[src/rtl/gcd_batch_seq_if.sv]
// gcd_batch_seq_if - bundles every non-clock/reset signal of gcd_batch_seq.
//   start                       batch request
//   mem_ena/mem_addr/mem_dout   block-memory read port
//   gcd_a/gcd_b/gcd_start       request to the external GCD core
//   gcd_done/gcd_result         reply from the GCD core
//   spi_data/spi_valid/spi_ready result stream to the SPI serializer
//   busy/done/pair_cnt          batch status
// slave  : the sequencer side (gcd_batch_seq)
// master : the environment side (memory, GCD core, serializer, controller)
interface gcd_batch_seq_if #(
  parameter int DATA_W = 8,
  parameter int ADDR_W = 5
);
  logic              start;
  logic              mem_ena;
  logic [ADDR_W-1:0] mem_addr;
  logic [DATA_W-1:0] mem_dout;
  logic [DATA_W-1:0] gcd_a;
  logic [DATA_W-1:0] gcd_b;
  logic              gcd_start;
  logic              gcd_done;
  logic [DATA_W-1:0] gcd_result;
  logic [DATA_W-1:0] spi_data;
  logic              spi_valid;
  logic              spi_ready;
  logic              busy;
  logic              done;
  logic [ADDR_W-1:0] pair_cnt;

  modport slave (
    input  start, mem_dout, gcd_done, gcd_result, spi_ready,
    output mem_ena, mem_addr, gcd_a, gcd_b, gcd_start,
           spi_data, spi_valid, busy, done, pair_cnt
  );

  modport master (
    output start, mem_dout, gcd_done, gcd_result, spi_ready,
    input  mem_ena, mem_addr, gcd_a, gcd_b, gcd_start,
           spi_data, spi_valid, busy, done, pair_cnt
  );
endinterface

[src/rtl/gcd_batch_seq.sv]
// gcd_batch_seq - reads NUM_PAIRS operand pairs from block memory
// (A at 2k, B at 2k+1), computes gcd(A,B) through an external core
// (or directly as A|B when an operand is zero), and queues the results
// in a small FIFO that streams to an SPI serializer.
// Ports:
//   clk   system clock
//   rst_n asynchronous active-low reset
//   bus   gcd_batch_seq_if.slave (memory, GCD core, SPI stream, status)
module gcd_batch_seq #(
  parameter int DATA_W     = 8,
  parameter int ADDR_W     = 5,
  parameter int NUM_PAIRS  = 16,
  parameter int FIFO_DEPTH = 4
) (
  input  logic           clk,
  input  logic           rst_n,
  gcd_batch_seq_if.slave bus
);

  localparam int PTR_W = (FIFO_DEPTH > 1) ? $clog2(FIFO_DEPTH) : 1;
  localparam int CNT_W = $clog2(FIFO_DEPTH + 1);
  localparam logic [ADDR_W-1:0] K_ONE    = ADDR_W'(1);
  localparam logic [ADDR_W-1:0] K_LAST   = ADDR_W'(NUM_PAIRS - 1);
  localparam logic [PTR_W-1:0]  PTR_ONE  = PTR_W'(1);
  localparam logic [PTR_W-1:0]  PTR_LAST = PTR_W'(FIFO_DEPTH - 1);
  localparam logic [CNT_W-1:0]  CNT_ONE  = CNT_W'(1);
  localparam logic [CNT_W-1:0]  CNT_FULL = CNT_W'(FIFO_DEPTH);

  typedef enum logic [3:0] {
    IDLE, RD_A, WAIT_A, RD_B, WAIT_B, LAUNCH, WAIT_GCD, PUSH, DRAIN
  } state_t;

  state_t            r_state;
  state_t            w_state_nxt;
  logic [ADDR_W-1:0] r_k;
  logic [DATA_W-1:0] r_a;
  logic [DATA_W-1:0] r_b;
  logic [DATA_W-1:0] r_res;
  logic              r_done;

  logic [DATA_W-1:0] r_fifo [FIFO_DEPTH];
  logic [PTR_W-1:0]  r_wr_ptr;
  logic [PTR_W-1:0]  r_rd_ptr;
  logic [CNT_W-1:0]  r_count;

  logic w_empty;
  logic w_full;
  logic w_push;
  logic w_pop;
  logic w_zero_op;

  // Fullness is taken from the registered count, so a same-cycle pop never frees room for a push.
  assign w_empty   = (r_count == {CNT_W{1'b0}});
  assign w_full    = (r_count == CNT_FULL);
  assign w_push    = (r_state == PUSH) && !w_full;
  assign w_pop     = !w_empty && bus.spi_ready;
  // B is still on mem_dout in WAIT_B; it is not yet in r_b.
  assign w_zero_op = (r_a == {DATA_W{1'b0}}) || (bus.mem_dout == {DATA_W{1'b0}});

  assign bus.mem_ena   = (r_state == RD_A) || (r_state == RD_B);
  assign bus.mem_addr  = bus.mem_ena ? {r_k[ADDR_W-2:0], (r_state == RD_B)} : {ADDR_W{1'b0}};
  assign bus.gcd_a     = r_a;
  assign bus.gcd_b     = r_b;
  assign bus.gcd_start = (r_state == LAUNCH);
  assign bus.busy      = (r_state != IDLE);
  assign bus.done      = r_done;
  assign bus.pair_cnt  = r_k;
  assign bus.spi_valid = !w_empty;
  assign bus.spi_data  = w_empty ? {DATA_W{1'b0}} : r_fifo[r_rd_ptr];

  // FSM state register.
  always_ff @(posedge clk or negedge rst_n) begin
    if (!rst_n) begin
      r_state <= IDLE;
    end else begin
      r_state <= w_state_nxt;
    end
  end

  // FSM next-state decode.
  always_comb begin
    w_state_nxt = r_state;
    case (r_state)
      IDLE:     w_state_nxt = bus.start ? RD_A : IDLE;
      RD_A:     w_state_nxt = WAIT_A;
      WAIT_A:   w_state_nxt = RD_B;
      RD_B:     w_state_nxt = WAIT_B;
      WAIT_B:   w_state_nxt = w_zero_op ? PUSH : LAUNCH;
      LAUNCH:   w_state_nxt = WAIT_GCD;
      WAIT_GCD: w_state_nxt = bus.gcd_done ? PUSH : WAIT_GCD;
      PUSH: begin
        if (w_full) begin
          w_state_nxt = PUSH;
        end else if (r_k == K_LAST) begin
          w_state_nxt = DRAIN;
        end else begin
          w_state_nxt = RD_A;
        end
      end
      DRAIN:    w_state_nxt = w_empty ? IDLE : DRAIN;
      default:  w_state_nxt = IDLE;
    endcase
  end

  // Pair index, operand latches, result capture and the batch-complete pulse.
  always_ff @(posedge clk or negedge rst_n) begin
    if (!rst_n) begin
      r_k    <= {ADDR_W{1'b0}};
      r_a    <= {DATA_W{1'b0}};
      r_b    <= {DATA_W{1'b0}};
      r_res  <= {DATA_W{1'b0}};
      r_done <= 1'b0;
    end else begin
      r_done <= (r_state == DRAIN) && w_empty;
      case (r_state)
        IDLE: begin
          if (bus.start) begin
            r_k <= {ADDR_W{1'b0}};
          end
        end
        WAIT_A: r_a <= bus.mem_dout;
        WAIT_B: begin
          r_b <= bus.mem_dout;
          // gcd(x,0) = x and gcd(0,0) = 0, both equal to A|B.
          if (w_zero_op) begin
            r_res <= r_a | bus.mem_dout;
          end
        end
        WAIT_GCD: begin
          if (bus.gcd_done) begin
            r_res <= bus.gcd_result;
          end
        end
        PUSH: begin
          if (w_push) begin
            r_k <= r_k + K_ONE;
          end
        end
        default: ;
      endcase
    end
  end

  // FIFO pointers and occupancy; drains in every FSM state.
  always_ff @(posedge clk or negedge rst_n) begin
    if (!rst_n) begin
      r_wr_ptr <= {PTR_W{1'b0}};
      r_rd_ptr <= {PTR_W{1'b0}};
      r_count  <= {CNT_W{1'b0}};
    end else begin
      if (w_push) begin
        r_wr_ptr <= (r_wr_ptr == PTR_LAST) ? {PTR_W{1'b0}} : r_wr_ptr + PTR_ONE;
      end
      if (w_pop) begin
        r_rd_ptr <= (r_rd_ptr == PTR_LAST) ? {PTR_W{1'b0}} : r_rd_ptr + PTR_ONE;
      end
      case ({w_push, w_pop})
        2'b10:   r_count <= r_count + CNT_ONE;
        2'b01:   r_count <= r_count - CNT_ONE;
        default: r_count <= r_count;
      endcase
    end
  end

  // FIFO storage; contents are only visible through the counted pointers.
  always_ff @(posedge clk) begin
    if (w_push) begin
      r_fifo[r_wr_ptr] <= r_res;
    end
  end

endmodule

[src/flat_wrapper.sv]
// flat-port wrapper written by rule: the top's interface ports become plain ports
module gcd_batch_seq_flat 
#(
  parameter int DATA_W     = 8,
  parameter int ADDR_W     = 5,
  parameter int NUM_PAIRS  = 16,
  parameter int FIFO_DEPTH = 4
)
  (clk, rst_n, bus_start, bus_mem_dout, bus_gcd_done, bus_gcd_result, bus_spi_ready, bus_mem_ena, bus_mem_addr, bus_gcd_a, bus_gcd_b, bus_gcd_start, bus_spi_data, bus_spi_valid, bus_busy, bus_done, bus_pair_cnt);
  gcd_batch_seq_if #(.DATA_W(DATA_W), .ADDR_W(ADDR_W)) bus_i ();
  input  logic clk;
  input  logic rst_n;
  input wire logic [$bits(bus_i.start)-1:0] bus_start;
  input wire logic [$bits(bus_i.mem_dout)-1:0] bus_mem_dout;
  input wire logic [$bits(bus_i.gcd_done)-1:0] bus_gcd_done;
  input wire logic [$bits(bus_i.gcd_result)-1:0] bus_gcd_result;
  input wire logic [$bits(bus_i.spi_ready)-1:0] bus_spi_ready;
  output wire logic [$bits(bus_i.mem_ena)-1:0] bus_mem_ena;
  output wire logic [$bits(bus_i.mem_addr)-1:0] bus_mem_addr;
  output wire logic [$bits(bus_i.gcd_a)-1:0] bus_gcd_a;
  output wire logic [$bits(bus_i.gcd_b)-1:0] bus_gcd_b;
  output wire logic [$bits(bus_i.gcd_start)-1:0] bus_gcd_start;
  output wire logic [$bits(bus_i.spi_data)-1:0] bus_spi_data;
  output wire logic [$bits(bus_i.spi_valid)-1:0] bus_spi_valid;
  output wire logic [$bits(bus_i.busy)-1:0] bus_busy;
  output wire logic [$bits(bus_i.done)-1:0] bus_done;
  output wire logic [$bits(bus_i.pair_cnt)-1:0] bus_pair_cnt;
  assign bus_i.start = bus_start;
  assign bus_i.mem_dout = bus_mem_dout;
  assign bus_i.gcd_done = bus_gcd_done;
  assign bus_i.gcd_result = bus_gcd_result;
  assign bus_i.spi_ready = bus_spi_ready;
  assign bus_mem_ena = bus_i.mem_ena;
  assign bus_mem_addr = bus_i.mem_addr;
  assign bus_gcd_a = bus_i.gcd_a;
  assign bus_gcd_b = bus_i.gcd_b;
  assign bus_gcd_start = bus_i.gcd_start;
  assign bus_spi_data = bus_i.spi_data;
  assign bus_spi_valid = bus_i.spi_valid;
  assign bus_busy = bus_i.busy;
  assign bus_done = bus_i.done;
  assign bus_pair_cnt = bus_i.pair_cnt;
  gcd_batch_seq #(.DATA_W(DATA_W), .ADDR_W(ADDR_W), .NUM_PAIRS(NUM_PAIRS), .FIFO_DEPTH(FIFO_DEPTH)) u_core (.clk(clk), .rst_n(rst_n), .bus(bus_i));
endmodule
[config.mk]
export PLATFORM = sky130hd
export DESIGN_NAME = gcd_batch_seq_flat
export DESIGN_NICKNAME = d
export VERILOG_FILES = /design/src/rtl/gcd_batch_seq_if.sv /design/src/rtl/gcd_batch_seq.sv /design/src/flat_wrapper.sv
export SDC_FILE = /design/constraint.sdc
export NUM_CORES = 1
export LEC_CHECK = 0
export CAP_MARGIN = 10
export CORE_MARGIN = 2
export CORE_UTILIZATION = 49
export CTS_BUF_LIST = sky130_fd_sc_hd__clkbuf_4
export CTS_CLUSTER_DIAMETER = 150
export CTS_CLUSTER_SIZE = 30
export DETAILED_ROUTE_END_ITERATION = 16
export GPL_ROUTABILITY_DRIVEN = 1
export PLACE_DENSITY = 0.83
export SYNTH_ARGS = -nofsm -noshare
export SYNTH_HDL_FRONTEND = slang
export SYNTH_SLANG_ARGS = --single-unit
[constraint.sdc]
create_clock -name clk -period 2.1 [get_ports clk]
set_clock_uncertainty 0.2 [all_clocks]
set_input_delay 0.42 -clock clk [delete_from_list [all_inputs] [get_ports clk]]
set_output_delay 0.42 -clock clk [all_outputs]
set_load 0.02 [all_outputs]
==> run summary, run 1 <==
* Port Buffer Count: 59
* number of buffers created by CTS: 9
* element type at the critical path start: register
* worst-case vdd ir drop: 810 µV
* final setup margin: -0.265 ns
* starting utilization of the core area: 50.0%
* minimum clock period: 2.36 ns
* start-to-end type of the worst setup path: reg2out
* #FFs+latches synth: 73
* max-slew violations: 0
* FFs w/ async S/R, synth: 56.2%
* Design Power: 7.08 mW
* Via Count: 2425
* Fin. Hold Viols: 0
* clock sink count: 73
* CTS Buffer Depth: 2
* unique cell type count in the Yosys netlist: 45
* number of primary I/O pins: 60
* max_slew headroom: 68.6%
* outcome: finished, violations left
* type of the worst min-delay path: in2async
* Crit. End Element: primary output
* Slew @ Worst Pin: 0.471 ns
* part of the Yosys area used for sequential elements: 59.2%
* cell at the root of the clock tree: sky130_fd_sc_hd__clkbuf_4
* cell area after technology mapping: 0.00336 mm²
* fin crit share: 113%
* instance count of the mapped netlist: 269
* number of global-route vias before repair: 2525
* Final Cell Area: 0.00464 mm²
* Total Die Area: 0.00753 mm²
* leading register cell type out of synthesis: sky130_fd_sc_hd__dfrtp_1
* Horiz. Die Dim: 86.8 µm
* unrepaired setup endpoints after global routing: yes
* maximum number of pins on one net before global-route repair: 24
* setup-violating endpoint count in the final report: 14
* initial antenna violation count: 0
* DP Wirelength: 5320 µm
* slowest library cell on the worst path: sky130_fd_sc_hd__mux4_2
* height of the die: 86.8 µm
* Avg Vias per Cell: 5.31
* Power Density: 1530 mW/mm²
* maximum single-stage delay on the critical path: 0.50 ns
* cell seen most often among critical-path stages: sky130_fd_sc_hd__buf_6
* number of buffer and inverter stages on the critical path: 2
* Warnings, synthesis: 0
* total routing resource utilization after global routing: 21.1%
* achievable clock frequency: 423 MHz
* DRT Wirelength: 7510 µm
* clock-pin slew of the registers on the worst-case setup and hold paths: 0.12 ns
* DRC: 0
* Max Cap Viol: 0
* total placed instance area: 0.00427 mm²
* wire per inst: 16.4 µm
* Worst EP required: 1.48 ns
* floorplan core area: 0.00672 mm²
* TritonCTS clock tree: yes
* total gr overflow: 0
* number of fill cells in the layout: 452
* signed area change from the synthesized netlist to the final layout: 38.2%
* Std-Cell Rows: 30
* remaining antenna violation count: 0
* routability congestion estimate: 0.809
* number of synthesized flops with an enable pin: 32
* category of cells accounting for the largest share of critical-path delay: multiplexers
* number of DRC markers in iteration 0: 119
* arrival time at the worst endpoint: 1.74 ns
* Nets: 402
* violations in the final reports: setup timing
* global-route wire length before repair: 12200 µm
* fraction of final layout cells sized beyond drive strength 1: 35.3%
* leak pwr: 2.04 nW
* Skew-Pair Late Insertion Delay: 0.43 ns
* syn avg cell area: 12.5 µm²
* syn_nets: 299
* chain of cells forming the critical path: buf_6 -> mux4_2 -> and2_4 -> buf_6
* Critical Path Fanout Max: 5
* diode count: 0
* number of H-tree levels: 3
* count of TritonRoute iterations in the first routing pass: 4
[registers in the layout, summed over array words and instances (netlist names)]
| register | flops |
|---|---|
| u_core.r_count | 3 |
| u_core.bus.gcd_a | 8 |
| u_core.r_wr_ptr | 2 |
| u_core.bus.pair_cnt | 5 |
| u_core.bus.gcd_b | 8 |
| u_core.r_rd_ptr | 2 |
| u_core.r_state | 4 |
| u_core.r_res | 8 |
| u_core.r_fifo | 32 |
| u_core.bus.done | 1 |
[power by group]
part,internal (mW),total [mW],switching [mW]
registers,2.01,2.41,0.406
logic,1.91,3.65,1.74
clock network,0.499,1.02,0.520
total,4.42,7.08,2.66
[cell usage in the layout (no fill, tap or decap), drive strengths merged, types with 6 or more instances in the layout]
cell           synthesis  routed
buf                    7      61
mux2                   9       9
clkdlybuf4s50          0      29
o211ai                 8       8
o22ai                  9       9
and3                   6       6
clkbuf                 4      10
inv                   10      10
nor2                  17      17
mux4                   8       8
dfrtp                 41      41
ha                     8       8
nand2                 51      51
edfxtp                32      32
dlymetal6s2s           0       7
and2                  14      14
o21ai                  6       6
[cells in the mapped netlist, drive strengths merged (6+ instances only)]
cell type / count / area share (%)
mux2: 9 / 3.0
mux4: 8 / 5.4
ha: 8 / 3.0
and3: 6 / 1.1
nor2: 17 / 2.0
inv: 10 / 1.1
nand2: 51 / 5.7
dfrtp: 41 / 31
o21ai: 6 / 1.2
o22ai: 9 / 1.7
buf: 7 / 2.0
o211ai: 8 / 1.8
and2: 14 / 2.6
edfxtp: 32 / 29
[metal layers]
layer  GRT usage, %  share of wire [%]  up-vias
li1               -                  -     1177
met1           26.8                 44     1182
met2           37.0                 51       57
met3           3.81                3.8        9
met4           6.11                1.3        0
met5              0                  0        -
[final timing paths]
path	from	endpoint	slack, ns	depth (start not counted)
worst min register to register	u_core.bus.gcd_b[3]	u_core.bus.gcd_b[3]	0.29	2
worst max register to register	u_core.r_count[0]	u_core.r_count[2]	-0.03	10
worst min-delay path	rst_n	u_core.r_res[0]	0.27	2
worst max-delay path	u_core.r_rd_ptr[0]	bus_spi_data[7]	-0.26	4
min in group clk	u_core.bus.gcd_b[3]	u_core.bus.gcd_b[3]	0.29	2
max in group asynchronous	rst_n	u_core.r_state[1]	0.94	3
[logic make-up (layout without fill, tap and decap cells)]
logic type,count (synthesis),after routing,share of synthesized area [%]
AOI/OAI and AO/OA,29,29,5.85
adders and majority gates,9,9,3.58
buffers and inverters,21,129,3.65
muxes,19,19,8.98
and+or+nand+nor,114,114,17.7
xor gates and xnor gates,4,4,1.04
DFF,73,73,59.2
[timing repair]
action / CTS / global route
endpoints found under the setup margin: 24 / 51
cloned: 0 / 0
hold buffers: 1 / 0
gates resized for setup: 107 / 43
endpoints found under the hold margin: 18 / 0
setup buffers: 5 / 1
pin swaps: 8 / 9
[worst register-to-register path: cells and delay by family, from the launching register on]
| family | cells | cell delay [ns] |
|---|---|---|
| fa+ha+maj | 2 | 0.46 |
| flops | 1 | 0.43 |
| simple gates | 3 | 0.42 |
| xor+xnor | 2 | 0.30 |
| buf+inv | 3 | 0.25 |
[per-stage QoR]
stage,std cells,setup TNS [ns],worst slack [ns],hold slack (ns),utilization (%)
detailed placement,434,-6.07,-0.432,0.203,63.6
global route,457,-3.10,-0.317,0.313,69.1
CTS,456,-2.08,-0.267,0.270,66.7
global placement,434,-5.20,-0.373,0.190,63.6
finish,457,-2.01,-0.265,0.269,69.1
floorplan,269,-0.00846,-0.00846,-0.0756,-
[final cells by class]
class	instances	area [µm²]	area share, %
flip-flops and latches	73	1990	42.9
multi-input cells	175	1380	29.7
repair buffers	103	967	20.8
well taps	80	100	2.16
clock inverters	6	92.6	2.00
clock buffers	10	75.1	1.62
inverters	10	37.5	0.809
No activity file was read; power rests on OpenSTA's default activity.
==> inputs of run 2 (changes only) <==
Settings changed: TNS_END_PERCENT from default to 100.
==> results of run 2 <==
The final DEF is identical to that of run 1; final timing and power are the same.
